**src/rtl/wb_commit.sv**
```systemverilog
// rtl/wb_commit.sv - MEM/WB result pipeline, 32x32 register file and forwarding read ports
//
// Takes the EX result triple through the MEM and WB pipeline registers and
// commits it into the general register file. Two decode read ports see the
// newest value of any register by forwarding from live EX, MEM and WB.
//
// Ports:
//   clk, rst                      clock, synchronous active-high reset
//   ex_wd_i/ex_wreg_i/ex_wdata_i  EX stage result (destination, enable, data)
//   stall_i                       hold MEM, inject a bubble into WB
//   flush_i                       discard MEM and WB contents
//   re1_i/raddr1_i -> rdata1_o    read port 1 (combinational)
//   re2_i/raddr2_i -> rdata2_o    read port 2 (combinational)
//   wb_wd_o/wb_wreg_o/wb_wdata_o  WB stage contents (commit trace)

module wb_commit #(
    parameter int REG_NUM = 32,
    parameter int REG_AW  = 5,
    parameter int DW      = 32
) (
    input  logic              clk,
    input  logic              rst,
    input  logic [REG_AW-1:0] ex_wd_i,
    input  logic              ex_wreg_i,
    input  logic [DW-1:0]     ex_wdata_i,
    input  logic              stall_i,
    input  logic              flush_i,
    input  logic              re1_i,
    input  logic [REG_AW-1:0] raddr1_i,
    output logic [DW-1:0]     rdata1_o,
    input  logic              re2_i,
    input  logic [REG_AW-1:0] raddr2_i,
    output logic [DW-1:0]     rdata2_o,
    output logic [REG_AW-1:0] wb_wd_o,
    output logic              wb_wreg_o,
    output logic [DW-1:0]     wb_wdata_o
);

    logic [REG_AW-1:0] mem_wd;
    logic              mem_wreg;
    logic [DW-1:0]     mem_wdata;
    logic [REG_AW-1:0] wb_wd;
    logic              wb_wreg;
    logic [DW-1:0]     wb_wdata;

    logic [DW-1:0] regs [REG_NUM];

    // Pipeline registers: rst > flush > stall > normal advance.
    always_ff @(posedge clk) begin
        if (rst || flush_i) begin
            mem_wd    <= '0;
            mem_wreg  <= 1'b0;
            mem_wdata <= '0;
            wb_wd     <= '0;
            wb_wreg   <= 1'b0;
            wb_wdata  <= '0;
        end else if (stall_i) begin
            // MEM holds; WB takes a bubble so the held entry is not committed twice.
            wb_wd    <= '0;
            wb_wreg  <= 1'b0;
            wb_wdata <= '0;
        end else begin
            mem_wd    <= ex_wd_i;
            mem_wreg  <= ex_wreg_i;
            mem_wdata <= ex_wdata_i;
            wb_wd     <= mem_wd;
            wb_wreg   <= mem_wreg;
            wb_wdata  <= mem_wdata;
        end
    end

    // Array commit. The current WB entry still lands on flush and stall edges;
    // only reset suppresses it. r0 is hard-wired to zero and never written.
    always_ff @(posedge clk) begin
        if (!rst && wb_wreg && (wb_wd != '0)) begin
            regs[wb_wd] <= wb_wdata;
        end
    end

    // Read port 1: youngest in-flight producer wins. The re check comes before
    // any address compare so an unused port cannot leak unknown inputs.
    always_comb begin
        rdata1_o = '0;
        if (rst || !re1_i || (raddr1_i == '0)) begin
            rdata1_o = '0;
        end else if (ex_wreg_i && (ex_wd_i == raddr1_i)) begin
            rdata1_o = ex_wdata_i;
        end else if (mem_wreg && (mem_wd == raddr1_i)) begin
            rdata1_o = mem_wdata;
        end else if (wb_wreg && (wb_wd == raddr1_i)) begin
            rdata1_o = wb_wdata;
        end else begin
            rdata1_o = regs[raddr1_i];
        end
    end

    // Read port 2: same rules as port 1.
    always_comb begin
        rdata2_o = '0;
        if (rst || !re2_i || (raddr2_i == '0)) begin
            rdata2_o = '0;
        end else if (ex_wreg_i && (ex_wd_i == raddr2_i)) begin
            rdata2_o = ex_wdata_i;
        end else if (mem_wreg && (mem_wd == raddr2_i)) begin
            rdata2_o = mem_wdata;
        end else if (wb_wreg && (wb_wd == raddr2_i)) begin
            rdata2_o = wb_wdata;
        end else begin
            rdata2_o = regs[raddr2_i];
        end
    end

    assign wb_wd_o    = wb_wd;
    assign wb_wreg_o  = wb_wreg;
    assign wb_wdata_o = wb_wdata;

endmodule
```
**config.mk**
```make
export PLATFORM = sky130hd
export DESIGN_NAME = wb_commit
export DESIGN_NICKNAME = d
export VERILOG_FILES = /design/src/rtl/wb_commit.sv
export SDC_FILE = /design/constraint.sdc
export NUM_CORES = 1
export LEC_CHECK = 0
export CAP_MARGIN = 20
export CORE_MARGIN = 10
export CORE_UTILIZATION = 40
export DETAILED_ROUTE_END_ITERATION = 6
export PLACE_DENSITY = 0.61
export SLEW_MARGIN = 15
export SYNTH_ARGS = -nofsm -noshare
export SYNTH_HDL_FRONTEND = slang
export SYNTH_SLANG_ARGS = --single-unit
export TNS_END_PERCENT = 30
```
**constraint.sdc**
```tcl
create_clock -name clk -period 2.9 [get_ports clk]
set_clock_uncertainty 0.1 [all_clocks]
set_input_delay 0.58 -clock clk [delete_from_list [all_inputs] [get_ports clk]]
set_output_delay 0.58 -clock clk [all_outputs]
set_load 0.01 [all_outputs]
```
==> results of run 1 <==
==> how the worst max path moves through the flow <==
stage | endpoint | start | depth (start not counted) | slack [ps]
after CTS | rdata2_o[25] | regs[6][25] | 8 | -810
after detailed placement | rdata2_o[14] | raddr2_i[4] | 9 | -1660
after floorplan | rdata2_o[23] | raddr2_i[0] | 9 | -100
after global placement | rdata2_o[14] | raddr2_i[4] | 9 | -1670
final | rdata2_o[25] | raddr2_i[0] | 12 | -760
after global routing | rdata2_o[18] | mem_wd[4] | 10 | -830
==> sequential cells by signal (all words and copies together) (netlist names) <==
name	cells
regs	1024
mem_wreg	1
wb_wreg_o	1
mem_wd	5
mem_wdata	32
wb_wdata_o	32
wb_wd_o	5
==> logic make-up after synthesis <==
logic type	count (synthesis)	share of synthesized area
other	1	0.00007236
muxes	661	0.2304
and+or+nand+nor	372	0.03542
DFF	1100	0.6227
AOI/OAI and AO/OA	533	0.07969
xor gates and xnor gates	30	0.005070
buffers and inverters	269	0.02665
==> area by class of cell <==
cell class	instances	area, um^2	area share
timing repair buffer	947	10040	0.1459
antenna	1	2.502	0.00003637
multi-input combinational	1628	20390	0.2963
inverter	2	7.507	0.0001091
clock buffer	141	3038	0.04415
clock inverter	75	862.1	0.01253
tap	1742	2180	0.03168
sequential	1100	32290	0.4693
==> what timing repair did <==
item / CTS / global route
setup endpoints to repair: 67 / 64
buffers inserted: 77 / 17
gates resized for setup: 544 / 70
pin swaps: 105 / 38
gates cloned: 6 / 0
==> worst max-delay path: stages <==
cell,delay (ps)
sky130_fd_sc_hd__buf_16,120
sky130_fd_sc_hd__buf_12,150
sky130_fd_sc_hd__buf_16,150
sky130_fd_sc_hd__buf_12,120
sky130_fd_sc_hd__mux4_2,510
sky130_fd_sc_hd__mux2i_2,210
sky130_fd_sc_hd__buf_4,160
sky130_fd_sc_hd__o211ai_1,160
sky130_fd_sc_hd__a2111oi_2,410
sky130_fd_sc_hd__buf_4,190
sky130_fd_sc_hd__a2111oi_2,30
sky130_fd_sc_hd__buf_2,150
==> per-stage QoR <==
step	instance area, um^2	instances	util
after global routing	68810	5636	0.5328
after global placement	62380	5346	0.4830
final	68810	5636	0.5328
after floorplan	52330	2997	-
after detailed placement	62380	5346	0.4830
after CTS	68360	5622	0.5293
==> where the power goes <==
part	leakage [nW]	switching (mW)	internal [mW]	total (mW)
logic	11.0	1.85	1.55	3.39
registers	7.90	0.0601	17.1	17.2
clock network	1.90	6.40	8.95	15.3
total	20.8	8.30	27.6	35.9
==> layer usage <==
metal,part of all wire,vias to the layer above,track usage
li1,-,14360,-
met3,0.13,575,0.09216
met2,0.45,2820,0.4216
met1,0.37,19430,0.3640
met5,0.000057,-,0
met4,0.056,2,0.1331
==> cells in the mapped netlist, drive strengths merged (4+ instances only) <==
cell type / n / share of area
mux2: 57 / 0.012
a211o: 16 / 0.0027
nor3: 36 / 0.0035
nand2b: 7 / 0.00084
nor3b: 6 / 0.0012
edfxtp: 1024 / 0.59
nand2: 61 / 0.0044
mux2i: 185 / 0.036
a22o: 37 / 0.0063
a211oi: 36 / 0.0052
and3b: 5 / 0.00084
buf: 156 / 0.018
clkbuf: 111 / 0.0080
nor2b: 20 / 0.0024
o21ai: 45 / 0.0043
nand4: 4 / 0.00048
nand3b: 4 / 0.00058
or2: 5 / 0.00060
nand3: 37 / 0.0036
xnor2: 22 / 0.0037
a221oi: 47 / 0.0079
a22oi: 81 / 0.012
a2111oi: 58 / 0.010
a31oi: 7 / 0.00084
o211ai: 26 / 0.0038
and2: 43 / 0.0052
o22ai: 81 / 0.0098
nor2: 132 / 0.0096
xor2: 8 / 0.0014
o221ai: 43 / 0.0073
nor4b: 6 / 0.0010
dfxtp: 76 / 0.029
a311oi: 16 / 0.0027
o2111ai: 33 / 0.0056
mux4: 419 / 0.18
==> impl_metrics.tcl, run 1 <==
set metrics [dict create \
    run_status "finished, violations left" \
    failed_checks "negative setup slack" \
    globalRouteTotalUtil 0.2797 \
    overflow_left_after_global_routing 0 \
    final_antenna_net_count 0 \
    htree_num_levels 3 \
    dp_slack_ps -1662 \
    average_cell_area_after_synthesis_um2 17.47 \
    placement.io_buffers 155 \
    number_of_placed_i_o_pins 156 \
    min_delay_worst_endpoint "wb_wdata_o[30]" \
    final_hold_slack_ps 222.6 \
    synth.cell_area_mm2 0.05183 \
    cp_max_fo 6 \
    power_leakage_nw 20.79 \
    ctsLongestPathBuffers 3 \
    timing_worst_setup_path_type "input port to output port" \
    yosysSeqAreaShare 0.6227 \
    grt_antenna_before_repair 6 \
    drt_pass1_iterations 6 \
    setup_tns_ps -42170 \
    row_count 132 \
    yosysWarningCount 0 \
    hold_viol 0 \
    timing_worst_slew_pin_value_ps 938.1 \
    cts_hold_buffers 0 \
    cts.root.buffer_cell "sky130_fd_sc_hd__clkbuf_16" \
    routedWlPerCell_um 37.09 \
    routabilityCongestion 0.9419 \
    synth_seq_cells 1100 \
    cts_made_buffers 114 \
    final-setup-viol-count 64 \
    synth_edf_count 1024 \
    drive_above_1_share 0.4529 \
    layout-area-overhead-vs-synth_pct 32.77 \
    cts_sinks 1100 \
    maxClockFrequency_mhz 273.3 \
    grt_start_max_net_pins 40 \
    slew-limit-headroom 0.3746 \
    detailedRoute.firstIterationViolations 5021 \
    via_per_inst 6.598 \
    worst-endpoint-required_ps 2220 \
    worstHoldStart "stall_i" \
    clock_latency_ps 730 \
    postSynthCellCount 2966 \
    fillCellCount 10190 \
    final_critical_path_setup_slack_ps -759.3 \
    finalMaxSlewViolations 0 \
    min_period_over_period 1.262 \
    first_global_vias 37520 \
    minimum_setup_slack_among_reg_to_reg_paths_ps 570 \
    clock_tree_from_tritoncts "yes" \
    design.final.nets 3847 \
    wire_length_of_the_first_global_routing_pass_mm 289.4 \
    die_w_um 380.0 \
    peakVddDrop_uv 591.5 \
    worst_setup_hold_path_clk_slew_ps 60 \
    arrival_ps 2980 \
    crit_path_start_kind "input port" \
    hpwl_mm 136.2 \
    synth_ff_type "sky130_fd_sc_hd__edfxtp_1" \
    final_cell_mix "sky130_fd_sc_hd__edfxtp_1 (1024), sky130_fd_sc_hd__buf_4 (556), sky130_fd_sc_hd__mux4_2 (417)" \
    route.detailed.drc 0 \
    worst_hold_path.num_cells 2 \
    start_util 0.4013 \
    number_of_cells_traversed_by_the_worst_register_to_register_path 5 \
    die_y_um 380.0 \
    power_mw 35.95 \
    min-delay-path-class "input port to register" \
    rr_startpoint "wb_wd_o[0]" \
    synth_cell_type_count 60 \
    route.vias.total 37190 \
    powerDensity_mw_per_mm2 522.4 \
    rsz0062_at_grt "true" \
    rr_endpoint "regs[2][27]" \
    drv.max_cap_violation_count 0 \
    critical_path.endpoint_type "output port" \
    coreArea_mm2 0.1292 \
    routed_wl_mm 209.0 \
    die_area_mm2 0.1444 \
    finalCriticalPeriod_ps 3659 \
    layout_commonest_cell "sky130_fd_sc_hd__edfxtp_1" \
    async_reset_ff_frac 0 \
]
No activity file was read; power rests on OpenSTA's default activity.
==> inputs of run 2 (changes only) <==
GPL_TIMING_DRIVEN = 0   (was unset)
==> run 2 against run 1 <==
Net effect: combinational power grew 13%; sequential cell count is the same; critical endpoint is now rdata2_o[7]; non-clock buffer count shrank 317; total power grew 2.1%; largest cell class unchanged; the flow still finishes with violations (negative setup slack).
==> impl_metrics.tcl, run 2 (same netlist as run 1, synthesis figures left out) <==
set metrics [dict create \
    run_status "finished, violations left" \
    failed_checks "negative setup slack" \
    multiInputGateArea_mm2 0.02197 \
    pwr-share-comb 0.104 \
    rr_endpoint "regs[7][21]" \
    route.vias.total 37270 \
    p_clk_frac 0.426 \
    drive_above_1_share 0.4442 \
    power_leakage_nw 19.56 \
    critical-path-top-delay-family "buffers and inverters" \
    seqCellArea_mm2 0.03241 \
    crit_chain "buf_16, buf_4, buf_4, xor2_2, nor4_4, buf_6, a211o_4, buf_12, o22ai_1, a2111oi_4, buf_2" \
    sequentialPowerShare 0.469 \
    switching_share 0.2479 \
    final_antenna_net_count 0 \
    arrival_ps 3190 \
    min_delay_worst_endpoint "mem_wd[4]" \
    peakVddDrop_uv 481.8 \
    cp_max_fo 9 \
    critical_path.endpoint_type "output port" \
    routed_wl_mm 238.5 \
    largest_reg_flops 1024 \
    clock_latency_ps 780 \
    slew-limit-headroom 0.1802 \
    minimum_setup_slack_among_reg_to_reg_paths_ps 30 \
    die_w_um 380.0 \
    critPathMaxStageDelay_ps 690 \
    routabilityCongestion 1.057 \
    cts_sinks 1100 \
    critical-path-top-cell-by-count "sky130_fd_sc_hd__buf_4" \
    final-setup-viol-count 64 \
    detailedRoute.firstIterationViolations 6493 \
    layout-area-overhead-vs-synth_pct 32.11 \
    final_critical_path_setup_slack_ps -965.2 \
    route.detailed.drc 0 \
    hold_viol 0 \
    grt_start_max_net_pins 36 \
    crit_path_start_kind "input port" \
    worst_setup_hold_path_clk_slew_ps 60 \
    power_switching_mw 9.097 \
    first_global_vias 35610 \
    worst-endpoint-required_ps 2220 \
    cp_slowest_cell "sky130_fd_sc_hd__a2111oi_4" \
    setup_tns_ps -49690 \
    ctsLongestPathBuffers 3 \
    place_inst 4951 \
    maxClockFrequency_mhz 258.7 \
    globalRouteTotalUtil 0.3195 \
    start_util 0.4013 \
    final_cell_mix "sky130_fd_sc_hd__edfxtp_1 (1024), sky130_fd_sc_hd__mux4_2 (417), sky130_fd_sc_hd__mux2i_1 (169)" \
    placement.io_buffers 146 \
    number_of_cells_traversed_by_the_worst_register_to_register_path 4 \
    final_cell_count_no_fill 5330 \
    via_per_inst 6.992 \
    die_area_mm2 0.1444 \
    hpwl_mm 166.4 \
    internal-power_mw 27.59 \
    dp_slack_ps -3301 \
    worst_hold_path.num_cells 3 \
    crit_buf_inv 6 \
    drv.max_cap_violation_count 0 \
    cts_made_buffers 118 \
    rr_startpoint "wb_wreg_o" \
    finalCriticalPeriod_ps 3865 \
    cts_hold_buffers 0 \
    design.final.nets 3535 \
    clock_tree_from_tritoncts "yes" \
    wire_length_of_the_first_global_routing_pass_mm 314.9 \
    finalMaxSlewViolations 0 \
    overflow_left_after_global_routing 0 \
    die_y_um 380.0 \
    rsz0062_at_grt "true" \
    routedWlPerCell_um 44.74 \
    drt_pass1_iterations 7 \
    row_count 132 \
    fillCellCount 10370 \
    finished_core_util 0.5301 \
    layout_commonest_cell "sky130_fd_sc_hd__edfxtp_1" \
    htree_num_levels 3 \
    grt_antenna_before_repair 8 \
    number_of_placed_i_o_pins 156 \
    min-delay-path-class "input port to register" \
    timing_worst_setup_path_type "input port to output port" \
    powerDensity_mw_per_mm2 535.9 \
    worstHoldStart "ex_wd_i[4]" \
    cts.root.buffer_cell "sky130_fd_sc_hd__clkbuf_16" \
    coreArea_mm2 0.1292 \
    timing_worst_slew_pin_value_ps 1230 \
    top_register "regs" \
    min_period_over_period 1.333 \
]
-- run 2: cell count changes in the layout (fill, tap and decap cells not counted), moves of 29 or more --
| cell | delta |
|---|---|
| sky130_fd_sc_hd__buf_4 | -429 |
| sky130_fd_sc_hd__buf_12 | -81 |
| sky130_fd_sc_hd__clkbuf_4 | +33 |
| sky130_fd_sc_hd__buf_16 | +40 |
| sky130_fd_sc_hd__dfxtp_1 | -33 |
| sky130_fd_sc_hd__dfxtp_4 | +29 |
-- run 2: power by group through the flow --
stage | clock network, mW | registers (mW) | logic (mW)
detailed placement | 0 | 17.6 | 2.84
global placement | 0 | 17.6 | 2.82
finish | 15.6 | 17.2 | 3.83
global route | 16.3 | 17.2 | 3.82
floorplan | 0 | 17.5 | 1.43
CTS | 15.6 | 17.2 | 3.56
-- run 2: worst min-delay path, stage by stage --
cell,delay [ps]
sky130_fd_sc_hd__dlymetal6s2s_1,170
sky130_fd_sc_hd__mux2i_1,100
sky130_fd_sc_hd__nor2_1,90
-- run 2: how the worst max path moves through the flow --
stage / start / end / slack [ps] / cells after the start
final: raddr2_i[0] / rdata2_o[7] / -970 / 11
after global routing: regs[27][2] / rdata2_o[2] / -910 / 6
after CTS: raddr2_i[0] / rdata2_o[13] / -920 / 12
after detailed placement: raddr1_i[1] / rdata1_o[16] / -3300 / 10
after global placement: raddr2_i[4] / rdata2_o[12] / -3660 / 9
after floorplan: raddr2_i[0] / rdata2_o[23] / -100 / 9
-- run 2: timing repair --
action | CTS | global route
pin swaps | 142 | 78
resized for setup | 1231 | 228
buffers inserted | 115 | 32
gates cloned | 11 | 3
endpoints found under the setup margin | 165 | 181
-- run 2: stage by stage --
| step | cell area, um^2 | hold WS (ps) | power (mW) |
|---|---|---|---|
| CTS | 67040 | 303.8 | 36.41 |
| floorplan | 52330 | 358.1 | 18.96 |
| global route | 68460 | 154.3 | 37.34 |
| global placement | 55970 | 401.2 | 20.38 |
| finish | 68470 | 113.3 | 36.69 |
| detailed placement | 57580 | 404.9 | 20.40 |
-- run 2: cell type report --
cell class              count  share of cell area
flip-flops and latches   1100              0.4733
well taps                1742             0.03183
multi-input cells        1629              0.3209
plain buffers             256             0.05124
clock inverters            66             0.01027
clock buffers             159             0.04733
inverters                   2           0.0001096
diodes                      2          0.00007310
repair buffers            374             0.06489
-- run 2: per-layer routing --
layer | share of wire | global-route usage | up-vias
li1 | - | - | 13770
met1 | 0.36 | 0.4156 | 19570
met2 | 0.41 | 0.4456 | 3235
met3 | 0.15 | 0.1202 | 689
met4 | 0.083 | 0.2036 | 7
met5 | 0.0010 | 0.01058 | -
